$ cat config.mk
export PLATFORM = sky130hd
export DESIGN_NAME = clock_divider_prog_flat
export DESIGN_NICKNAME = d
export VERILOG_FILES = /design/src/rtl/clock_divider_prog_if.sv /design/src/rtl/clock_divider_prog.sv /design/src/flat_wrapper.sv
export SDC_FILE = /design/constraint.sdc
export NUM_CORES = 1
export LEC_CHECK = 0
export BUFFER_PORTS_ARGS = -buffer_cell sky130_fd_sc_hd__buf_2
export CAP_MARGIN = 10
export CELL_PAD_IN_SITES_DETAIL_PLACEMENT = 0
export CELL_PAD_IN_SITES_GLOBAL_PLACEMENT = 1
export CORE_ASPECT_RATIO = 0.5
export CORE_MARGIN = 10
export CORE_UTILIZATION = 42
export DETAILED_ROUTE_END_ITERATION = 12
export PLACE_DENSITY_LB_ADDON = 0.2
export SLEW_MARGIN = 30
export SYNTH_ARGS = -nofsm -noshare
export SYNTH_HDL_FRONTEND = slang
export SYNTH_SLANG_ARGS = --single-unit
$ cat constraint.sdc
create_clock -name clk -period 2.65 [get_ports clk]
set_input_delay 0.265 -clock clk [delete_from_list [all_inputs] [get_ports clk]]
set_output_delay 0.265 -clock clk [all_outputs]
set_load 0.02 [all_outputs]
$ cat src/rtl/clock_divider_prog_if.sv
// -----------------------------------------------------------------------------
// clock_divider_prog_if
//   Groups the control/status signals of the programmable clock divider.
//   master : drives div_ratio, load, enable; observes clk_div, tick,
//            update_pending
//   slave  : the divider itself
//   Signals:
//     div_ratio      NUM_CH*CNT_W  ratio of channel i at [i*CNT_W +: CNT_W]
//     load           1             capture div_ratio into shadow registers
//     enable         NUM_CH        per-channel run enable
//     clk_div        NUM_CH        divided level per channel
//     tick           NUM_CH        one-cycle pulse at each period start
//     update_pending 1             some channel still holds an unapplied ratio
// -----------------------------------------------------------------------------
interface clock_divider_prog_if #(
    parameter int NUM_CH = 4,
    parameter int CNT_W  = 8
);
    logic [NUM_CH*CNT_W-1:0] div_ratio;
    logic                    load;
    logic [NUM_CH-1:0]       enable;
    logic [NUM_CH-1:0]       clk_div;
    logic [NUM_CH-1:0]       tick;
    logic                    update_pending;

    modport master (
        output div_ratio, load, enable,
        input  clk_div, tick, update_pending
    );

    modport slave (
        input  div_ratio, load, enable,
        output clk_div, tick, update_pending
    );
endinterface

$ cat src/rtl/clock_divider_prog.sv
// -----------------------------------------------------------------------------
// clock_divider_prog
//   Programmable multi-channel clock divider. Each channel divides clk by a
//   run-time ratio N (1..2^CNT_W-1): clk_div is high for (N+1)>>1 cycles and
//   low for the remainder, tick pulses in the first cycle of every period.
//   New ratios are captured into shadow registers on load and only take
//   effect at a period boundary, so clk_div never produces runt pulses.
//   Outputs are registered data signals, not clock nets.
// Ports:
//   clk    in   system clock, all logic on posedge
//   reset  in   synchronous active-high reset
//   bus    slave modport of clock_divider_prog_if (div_ratio, load, enable,
//          clk_div, tick, update_pending)
// -----------------------------------------------------------------------------
module clock_divider_prog #(
    parameter int NUM_CH = 4,
    parameter int CNT_W  = 8
) (
    input  logic                  clk,
    input  logic                  reset,
    clock_divider_prog_if.slave   bus
);

    typedef enum logic {
        ST_STOPPED = 1'b0,
        ST_RUNNING = 1'b1
    } state_t;

    localparam logic [CNT_W-1:0] ONE   = CNT_W'(1);
    localparam logic [CNT_W:0]   ONE_W = (CNT_W+1)'(1);

    logic [NUM_CH-1:0] pending_all;

    assign bus.update_pending = |pending_all;

    for (genvar i = 0; i < NUM_CH; i++) begin : g_ch
        state_t           state_q;
        logic [CNT_W-1:0] cnt_q;
        logic [CNT_W-1:0] ratio_q;
        logic [CNT_W-1:0] shadow_q;
        logic             pend_q;
        logic             div_q;
        logic             tick_q;

        logic [CNT_W-1:0] ratio_in;
        logic [CNT_W-1:0] shadow_eff;
        logic [CNT_W-1:0] start_ratio;
        logic [CNT_W-1:0] cnt_inc;
        logic [CNT_W:0]   half_w;
        logic             pend_eff;
        logic             at_boundary;

        // A load in the same cycle as a boundary must win over the stored
        // shadow, so everything downstream uses the "effective" shadow/pending.
        always_comb begin
            ratio_in    = bus.div_ratio[i*CNT_W +: CNT_W];
            shadow_eff  = bus.load ? ratio_in : shadow_q;
            pend_eff    = bus.load | pend_q;
            start_ratio = pend_eff ? shadow_eff : ratio_q;
            cnt_inc     = cnt_q + ONE;
            half_w      = ({1'b0, ratio_q} + ONE_W) >> 1;
            // Ratio 1 has a boundary on every edge.
            at_boundary = (ratio_q <= ONE) || (cnt_q == ratio_q - ONE);
        end

        always_ff @(posedge clk) begin
            if (reset) begin
                state_q  <= ST_STOPPED;
                cnt_q    <= '0;
                ratio_q  <= '0;
                shadow_q <= '0;
                pend_q   <= 1'b0;
                div_q    <= 1'b0;
                tick_q   <= 1'b0;
            end else begin
                shadow_q <= shadow_eff;
                pend_q   <= pend_eff;
                case (state_q)
                    ST_STOPPED: begin
                        cnt_q <= '0;
                        // Nothing to protect while stopped: apply at once.
                        if (pend_eff) begin
                            ratio_q <= shadow_eff;
                            pend_q  <= 1'b0;
                        end
                        if (bus.enable[i] && (start_ratio != '0)) begin
                            state_q <= ST_RUNNING;
                            div_q   <= 1'b1;
                            tick_q  <= 1'b1;
                        end else begin
                            div_q   <= 1'b0;
                            tick_q  <= 1'b0;
                        end
                    end
                    ST_RUNNING: begin
                        if (!bus.enable[i]) begin
                            state_q <= ST_STOPPED;
                            cnt_q   <= '0;
                            div_q   <= 1'b0;
                            tick_q  <= 1'b0;
                        end else if (at_boundary) begin
                            cnt_q <= '0;
                            if (pend_eff) begin
                                ratio_q <= shadow_eff;
                                pend_q  <= 1'b0;
                            end
                            if (pend_eff && (shadow_eff == '0)) begin
                                state_q <= ST_STOPPED;
                                div_q   <= 1'b0;
                                tick_q  <= 1'b0;
                            end else begin
                                div_q   <= 1'b1;
                                tick_q  <= 1'b1;
                            end
                        end else begin
                            cnt_q  <= cnt_inc;
                            div_q  <= ({1'b0, cnt_inc} < half_w);
                            tick_q <= 1'b0;
                        end
                    end
                    default: begin
                        state_q <= ST_STOPPED;
                        cnt_q   <= '0;
                        div_q   <= 1'b0;
                        tick_q  <= 1'b0;
                    end
                endcase
            end
        end

        assign bus.clk_div[i] = div_q;
        assign bus.tick[i]    = tick_q;
        assign pending_all[i] = pend_q;
    end

endmodule

$ cat src/flat_wrapper.sv
// flat-port wrapper written by rule: the top's interface ports become plain ports
module clock_divider_prog_flat 
#(
    parameter int NUM_CH = 4,
    parameter int CNT_W  = 8
)
  (clk, reset, bus_div_ratio, bus_load, bus_enable, bus_clk_div, bus_tick, bus_update_pending);
  clock_divider_prog_if #(.NUM_CH(NUM_CH), .CNT_W(CNT_W)) bus_i ();
  input  logic clk;
  input  logic reset;
  input wire logic [$bits(bus_i.div_ratio)-1:0] bus_div_ratio;
  input wire logic [$bits(bus_i.load)-1:0] bus_load;
  input wire logic [$bits(bus_i.enable)-1:0] bus_enable;
  output wire logic [$bits(bus_i.clk_div)-1:0] bus_clk_div;
  output wire logic [$bits(bus_i.tick)-1:0] bus_tick;
  output wire logic [$bits(bus_i.update_pending)-1:0] bus_update_pending;
  assign bus_i.div_ratio = bus_div_ratio;
  assign bus_i.load = bus_load;
  assign bus_i.enable = bus_enable;
  assign bus_clk_div = bus_i.clk_div;
  assign bus_tick = bus_i.tick;
  assign bus_update_pending = bus_i.update_pending;
  clock_divider_prog #(.NUM_CH(NUM_CH), .CNT_W(CNT_W)) u_core (.clk(clk), .reset(reset), .bus(bus_i));
endmodule
==> results of run 1 <==
==> worst max-delay path, stage by stage (launching register included) <==
cell and delay (ns):
dfxtp_1 0.69, mux2i_1 0.24, o21ai_0 0.13, or4_1 0.58, or3_1 0.35, and3_1 0.17
inv_1 0.09, a32oi_1 0.06
==> worst max-delay path by stage <==
stage                              startpoint                   endpoint  slack [ns]  cells past startpoint
floorplan           u_core.g_ch[3].ratio_q[1]  u_core.g_ch[3].ratio_q[3]        0.06                     11
global placement                     bus_load      u_core.g_ch[0].tick_q        0.14                      7
detailed placement                   bus_load       u_core.g_ch[0].div_q        0.15                      7
CTS                 u_core.g_ch[2].ratio_q[2]       u_core.g_ch[2].div_q        0.14                      8
global route        u_core.g_ch[1].ratio_q[1]  u_core.g_ch[1].ratio_q[5]       0.007                      9
finish                  u_core.g_ch[1].pend_q       u_core.g_ch[1].div_q        0.22                      7
==> sequential cells by signal, summed over array words and instances (netlist names) <==
signal	cells
u_core.g_ch.cnt_q	32
u_core.g_ch.ratio_q	32
u_core.g_ch.shadow_q	32
u_core.g_ch.div_q	4
u_core.g_ch.pend_q	4
u_core.g_ch.state_q	4
u_core.g_ch.tick_q	4
==> stage by stage <==
| stage | utilization (%) | worst slack, ns |
|---|---|---|
| 6_report | 47.15 | 0.2220 |
| 5_1_grt | 47.15 | 0.007416 |
| 4_1_cts | 47.01 | 0.1397 |
| 3_5_place_dp | 45.31 | 0.1531 |
| 3_3_place_gp | 45.31 | 0.1418 |
| 2_1_floorplan | - | 0.05762 |
==> logic make-up after synthesis <==
logic type                 after synthesis
adders and majority gates               44
buffers and inverters                   87
DFF                                    112
muxes                                   78
AOI/OAI and AO/OA                      131
xor gates and xnor gates                88
and+or+nand+nor                        336
==> routing by layer <==
| layer | up-vias | wire (um) |
|---|---|---|
| met1 | 2728 | 8793 |
| met2 | 60 | 7531 |
| li1 | 3073 | - |
| met3 | 9 | 497 |
| met4 | 0 | 108 |
| met5 | - | 0 |
==> power by group through the flow <==
| stage | clock network, mW | registers [mW] | logic, mW |
|---|---|---|---|
| after floorplan | 0 | 1.86 | 0.770 |
| after global placement | 0 | 1.94 | 0.918 |
| after detailed placement | 0 | 1.94 | 0.922 |
| after CTS | 1.45 | 1.90 | 0.928 |
| after global routing | 1.52 | 1.92 | 1.05 |
| final | 1.40 | 1.90 | 0.929 |
==> cell type report <==
type                    count  area share (%)
multi-input cells         677           58.40
flip-flops and latches    112           27.59
repair buffers             76           5.746
well taps                 234           3.595
clock buffers               9           2.765
inverters                  23           1.060
clock inverters             6          0.8450
==> layout by cell type (no fill, tap or decap), drive strengths merged, types with 5 or more instances in the layout <==
master | synthesis | routed
nand4 | 8 | 8
or4 | 11 | 11
nor2b | 36 | 36
clkbuf | 34 | 9
nand2b | 26 | 26
o21ai | 43 | 43
o211ai | 5 | 5
and3 | 11 | 11
nor3 | 11 | 11
xor2 | 39 | 39
and2 | 7 | 7
buf | 30 | 76
a211oi | 9 | 9
mux2 | 16 | 16
nand3 | 40 | 40
ha | 44 | 44
mux2i | 62 | 62
nor2 | 89 | 89
a21oi | 35 | 35
nor3b | 5 | 5
nand2 | 64 | 64
nor4b | 6 | 6
nor4 | 15 | 15
dfxtp | 112 | 112
inv | 22 | 24
xnor2 | 49 | 49
==> what timing repair did <==
action                                  in CTS  in global routing
resized for setup                            0                  8
hold buffers                                 0                  0
endpoints found under the setup margin       0                 18
buffers inserted                             0                  0
==> results.ini, run 1 <==
[synthesis]
synth_seq_cells = 112
synth_top_area_share_pct = 30.44
synthAdderAreaFrac_pct = 7.474
synthesis.area_um2 = 7366
yosys.area_share.simple_pct = 23.97
synth_async_sr_flop_share_pct = 0
syn_inst = 876
synth.avg_cell_area_um2 = 8.408
ys.flop_type = dfxtp_1
synth.distinct_cells = 57
synth_warnings = 0
yosys-mux-area-fraction_pct = 10.87
ys_top_cells_by_count = dfxtp_1 (112), nor2_1 (89), nand2_1 (64)
synth-edff-count = 0
synth_compound_area_share_pct = 11.52
yosysSeqAreaShare_pct = 30.44
synth_top_family_by_area = simple AND/OR/NAND/NOR gates
synth_area_leader_cell = dfxtp_1
synth_top_cells_by_area = dfxtp_1 (30%), mux2i_1 (8.4%), ha_1 (7.5%), xnor2_1 (5.8%), xor2_1 (4.6%)
yosysMostFrequentCell = dfxtp_1
synthXorXnorAreaFrac_pct = 10.46
synth_nets = 959

[die]
top_level_ports = 48
start_util_pct = 42.65
fp.dieW_um = 207.3
die_area_um2 = 23560
rows = 34
die_h_um = 113.6
fp.coreArea_um2 = 17270

[sta]
hold_ws_ns = 0.1555
hold_viol_final = 0
fin_crit_sh_pct = 91.62
fmaxAchievable_mhz = 411.9
worst_pin_slew_ns = 0.5752
rsz0062_at_grt = false
final.setup.tns_ns = 0
drv_slew = 0
final-setup-viol-count = 0
clock-skew-final_ns = 0.01217
post-route-min-period_ns = 2.428
maxSlewHeadroom_pct = 61.60

[clock_tree]
cts_max_level = 3
clkLatencyLatePin_ns = 0.35
clockBufferDepth = 2
cts_buffers = 9
tritoncts = yes
clkTransAtPathRegs_ns = 0.08
cts.sinks = 112
cts_root_buf = clkbuf_16

[critical_path]
r2r-start = u_core.g_ch[1].pend_q
required_ns = 2.88
reg2reg_to = u_core.g_ch[1].div_q
cp-end-kind = flip-flop
ff2ff_path_depth = 7
worst-path-max-fanout = 11
cp-start-kind = flip-flop
critPathKind = reg2reg
r2r_slack_ns = 0.22
crit_arrival_ns = 2.66

[global_route]
use_met1_pct = 19.49
busiest_layer = met2
antenna_found_initial = 0
grt_max_degree = 63
gr-total-overflow = 0
grt_pass1_wl_um = 28770
met3_usage_pct = 3.029
grt_pass1_vias = 5684
grtUsageTotal_pct = 14.43
grtUsageMet2_pct = 23.41

[power]
swShare_pct = 30.43
power.total_mw = 4.231
power_frac_seq_pct = 44.9
p_comb_share_pct = 22.0
vdd_drop_max_uv = 323.6
pwr-share-clk_pct = 33.1
p_per_area_nw_per_um2 = 519.5
cellLeakagePower_nw = 3.267
switchingPower_mw = 1.287
p_int_mw = 2.944

[finish]
postLayoutCellArea_um2 = 8144
antennaDiodeCount = 0
drive_above_1_share_pct = 13.18
regArea_um2 = 2247
multi_input_area_um2 = 4756
areaGrowthSynthToFinish_pct = 10.57
nFillCells = 1722
fin_cells = 1137
nets = 982

[place]
place_congestion = 0.8291
place_area_um2 = 7825
port_buffers = 47
hpwl_um = 12910
dp.cells = 1122

[flow_run]
cap_viol_max_count = 0

[routing]
routed_wirelength_um = 16930
avgViaCountPerCell = 5.163
ant_nets = 0
dr_total_vias = 5870
avgRoutedWirePerCell_um = 14.89
drc = 0
first_iter_violations = 302
drt_first_pass_iters = 4

[min_path]
holdPathEnd = u_core.g_ch[0].shadow_q[6]
holdCritStartpoint = bus_div_ratio[6]
min_path_cells = 3
hp-class = in2reg

[run_status]
status = finished, final reports clean

(Power assumes the default switching activity.)
==> inputs of run 2 (changes only) <==
--- a/config.mk
+++ b/config.mk
@@ -5,16 +5,17 @@
 export SDC_FILE = /design/constraint.sdc
 export NUM_CORES = 1
 export LEC_CHECK = 0
+export ABC_AREA = 1
 export BUFFER_PORTS_ARGS = -buffer_cell sky130_fd_sc_hd__buf_2
 export CAP_MARGIN = 10
 export CELL_PAD_IN_SITES_DETAIL_PLACEMENT = 0
 export CELL_PAD_IN_SITES_GLOBAL_PLACEMENT = 1
 export CORE_ASPECT_RATIO = 0.5
 export CORE_MARGIN = 10
-export CORE_UTILIZATION = 42
+export CORE_UTILIZATION = 40
 export DETAILED_ROUTE_END_ITERATION = 12
-export PLACE_DENSITY_LB_ADDON = 0.2
-export SLEW_MARGIN = 30
+export PLACE_DENSITY_LB_ADDON = 0.08
+export SLEW_MARGIN = 20
 export SYNTH_ARGS = -nofsm -noshare
 export SYNTH_HDL_FRONTEND = slang
 export SYNTH_SLANG_ARGS = --single-unit
==> results.ini, run 2 <==
[run_status]
status = finished, final reports clean

[power]
p_per_area_nw_per_um2 = 638.6
cellLeakagePower_nw = 3.915
vdd_drop_max_uv = 319.3
power.total_mw = 5.235

[finish]
drive_above_1_share_pct = 12.57
multi_input_area_um2 = 4536
fin_cells = 1405
regArea_um2 = 2242
nFillCells = 2033
most-common-layout-cells = nand2_1 (263), nor2_1 (149), inv_1 (127), dfxtp_1 (112), nand3_1 (80)
fin_util_pct = 44.15
reg_top3 = u_core.g_ch.cnt_q x32, u_core.g_ch.ratio_q x32, u_core.g_ch.shadow_q x32
areaGrowthSynthToFinish_pct = 7.129
final_common_cell = nand2_1
antennaDiodeCount = 0
nets = 1225
postLayoutCellArea_um2 = 8198

[routing]
drt_first_pass_iters = 4
avgViaCountPerCell = 4.757
ant_nets = 0
dr_total_vias = 6683
drc = 0
avgRoutedWirePerCell_um = 13.07
routed_wirelength_um = 18360
first_iter_violations = 375

[synthesis]
synth_seq_cells = 112
synth_top_area_share_pct = 29.30
ys.flop_type = dfxtp_1
synth.avg_cell_area_um2 = 6.778
synth_warnings = 0
synth_async_sr_flop_share_pct = 0
synth_top_cells_by_area = dfxtp_1 (29%), nand2_1 (13%), nor2_1 (7.3%), ha_1 (7.2%), inv_1 (6.2%)
synth_area_leader_cell = dfxtp_1
synth-edff-count = 0
synth_nets = 1212
syn_inst = 1129
ys_top_cells_by_count = nand2_1 (263), nor2_1 (149), inv_1 (127)
yosysMostFrequentCell = nand2_1
synth.distinct_cells = 39
synthesis.area_um2 = 7652
yosysSeqAreaShare_pct = 29.30

[critical_path]
r2r-start = u_core.g_ch[2].ratio_q[0]
path_cells = inv_1 -> nor3_1 -> nand3_1 -> nor3_1 -> xor2_1 -> ha_1 -> nand2_1 -> inv_1 -> nand4_1 -> o211ai_1 -> nand3_1 -> nand2_1 -> inv_1
cp-start-kind = flip-flop
crit_slowest_cell = dfxtp_1
critical-path-top-delay-family = simple AND/OR/NAND/NOR gates
ff2ff_path_depth = 13
cp.buffers_inverters = 3
critPathMaxStageDelay_ns = 0.46
reg2reg_to = u_core.g_ch[2].div_q
critPathKind = reg2reg
required_ns = 2.90
crit_arrival_ns = 2.66
worst-path-max-fanout = 6
r2r_slack_ns = 0.24
crit_top_cell = inv_1
cp-end-kind = flip-flop

[min_path]
holdPathEnd = u_core.g_ch[2].shadow_q[6]
hp-class = in2reg
min_path_cells = 3
holdCritStartpoint = bus_div_ratio[22]

[place]
dp.cells = 1390
hpwl_um = 14220
place_area_um2 = 7919
place_congestion = 0.8282
place_ws_ns = 0.2768
port_buffers = 47

[die]
die_h_um = 117.8
fp.dieW_um = 215.6
die_area_um2 = 25400
start_util_pct = 41.21
top_level_ports = 48
fp.coreArea_um2 = 18570
rows = 35

[global_route]
grtUsageTotal_pct = 14.61
grt_pass1_vias = 6537
grt_max_degree = 33
gr-total-overflow = 0
grt_pass1_wl_um = 31630
antenna_found_initial = 0

[clock_tree]
cts_max_level = 3
cts_root_buf = clkbuf_16
clockBufferDepth = 2
cts_hold_buf = 0
clkLatencyLatePin_ns = 0.35
cts.sinks = 112
postCtsSetupBuffers = 0
cts_buffers = 9
cts.repair.resized = 0
tritoncts = yes
clkTransAtPathRegs_ns = 0.08

[sta]
hold_ws_ns = 0.1491
fin_crit_sh_pct = 91.02
final-setup-viol-count = 0
worst_pin_slew_ns = 0.5626
rsz0062_at_grt = false
fmaxAchievable_mhz = 414.6
final.setup.tns_ns = 0
setup_ws_ns = 0.2379
clock-skew-final_ns = 0.007077
maxSlewHeadroom_pct = 62.41
drv_slew = 0
hold_viol_final = 0
post-route-min-period_ns = 2.412

[flow_run]
cap_viol_max_count = 0

==> run 2: cell families (layout without fill, tap and decap cells) <==
family | after synthesis | in the layout | share of synthesized area [%]
xor gates and xnor gates | 55 | 55 | 6.655
buffers and inverters | 190 | 207 | 11.43
adders and majority gates | 44 | 44 | 7.194
AOI/OAI and AO/OA | 136 | 136 | 10.63
DFF | 112 | 112 | 29.30
and+or+nand+nor | 590 | 590 | 34.53
muxes | 2 | 2 | 0.2616
==> run 2: area by class of cell <==
class | instances | area share [%]
clock buffer | 10 | 2.915
timing repair buffer | 53 | 3.571
sequential | 112 | 27.35
multi-input combinational | 827 | 55.33
tap | 259 | 3.953
inverter | 139 | 6.395
clock inverter | 5 | 0.4884
==> run 2: how the worst max path moves through the flow <==
stage,start,endpoint,slack (ns),cells after the start
final,u_core.g_ch[2].ratio_q[0],u_core.g_ch[2].div_q,0.24,13
after global routing,u_core.g_ch[2].ratio_q[0],u_core.g_ch[2].div_q,0.02,13
after CTS,u_core.g_ch[2].ratio_q[0],u_core.g_ch[2].div_q,0.25,13
after detailed placement,u_core.g_ch[2].ratio_q[2],u_core.g_ch[2].div_q,0.28,13
after global placement,u_core.g_ch[1].ratio_q[0],u_core.g_ch[1].div_q,0.39,15
after floorplan,u_core.g_ch[0].ratio_q[0],u_core.g_ch[0].div_q,0.61,14
==> run 2: routing by layer <==
layer	GRT usage, %	vias up	part of all wire, %
li1	-	3615	-
met1	19.60	3010	52
met2	24.09	49	45
met3	2.719	9	2.5
met4	2.361	0	0.56
met5	0	-	0
==> run 2: power by group <==
| group | switching [mW] | internal, mW |
|---|---|---|
| combinational | 1.09 | 0.678 |
| clock | 0.682 | 0.670 |
| sequential | 0.262 | 1.85 |
| total | 2.04 | 3.20 |
==> run 2: worst min-delay path: stages <==
cell     delay, ns
buf_2         0.09
o21ai_2       0.05
nor2_1        0.07
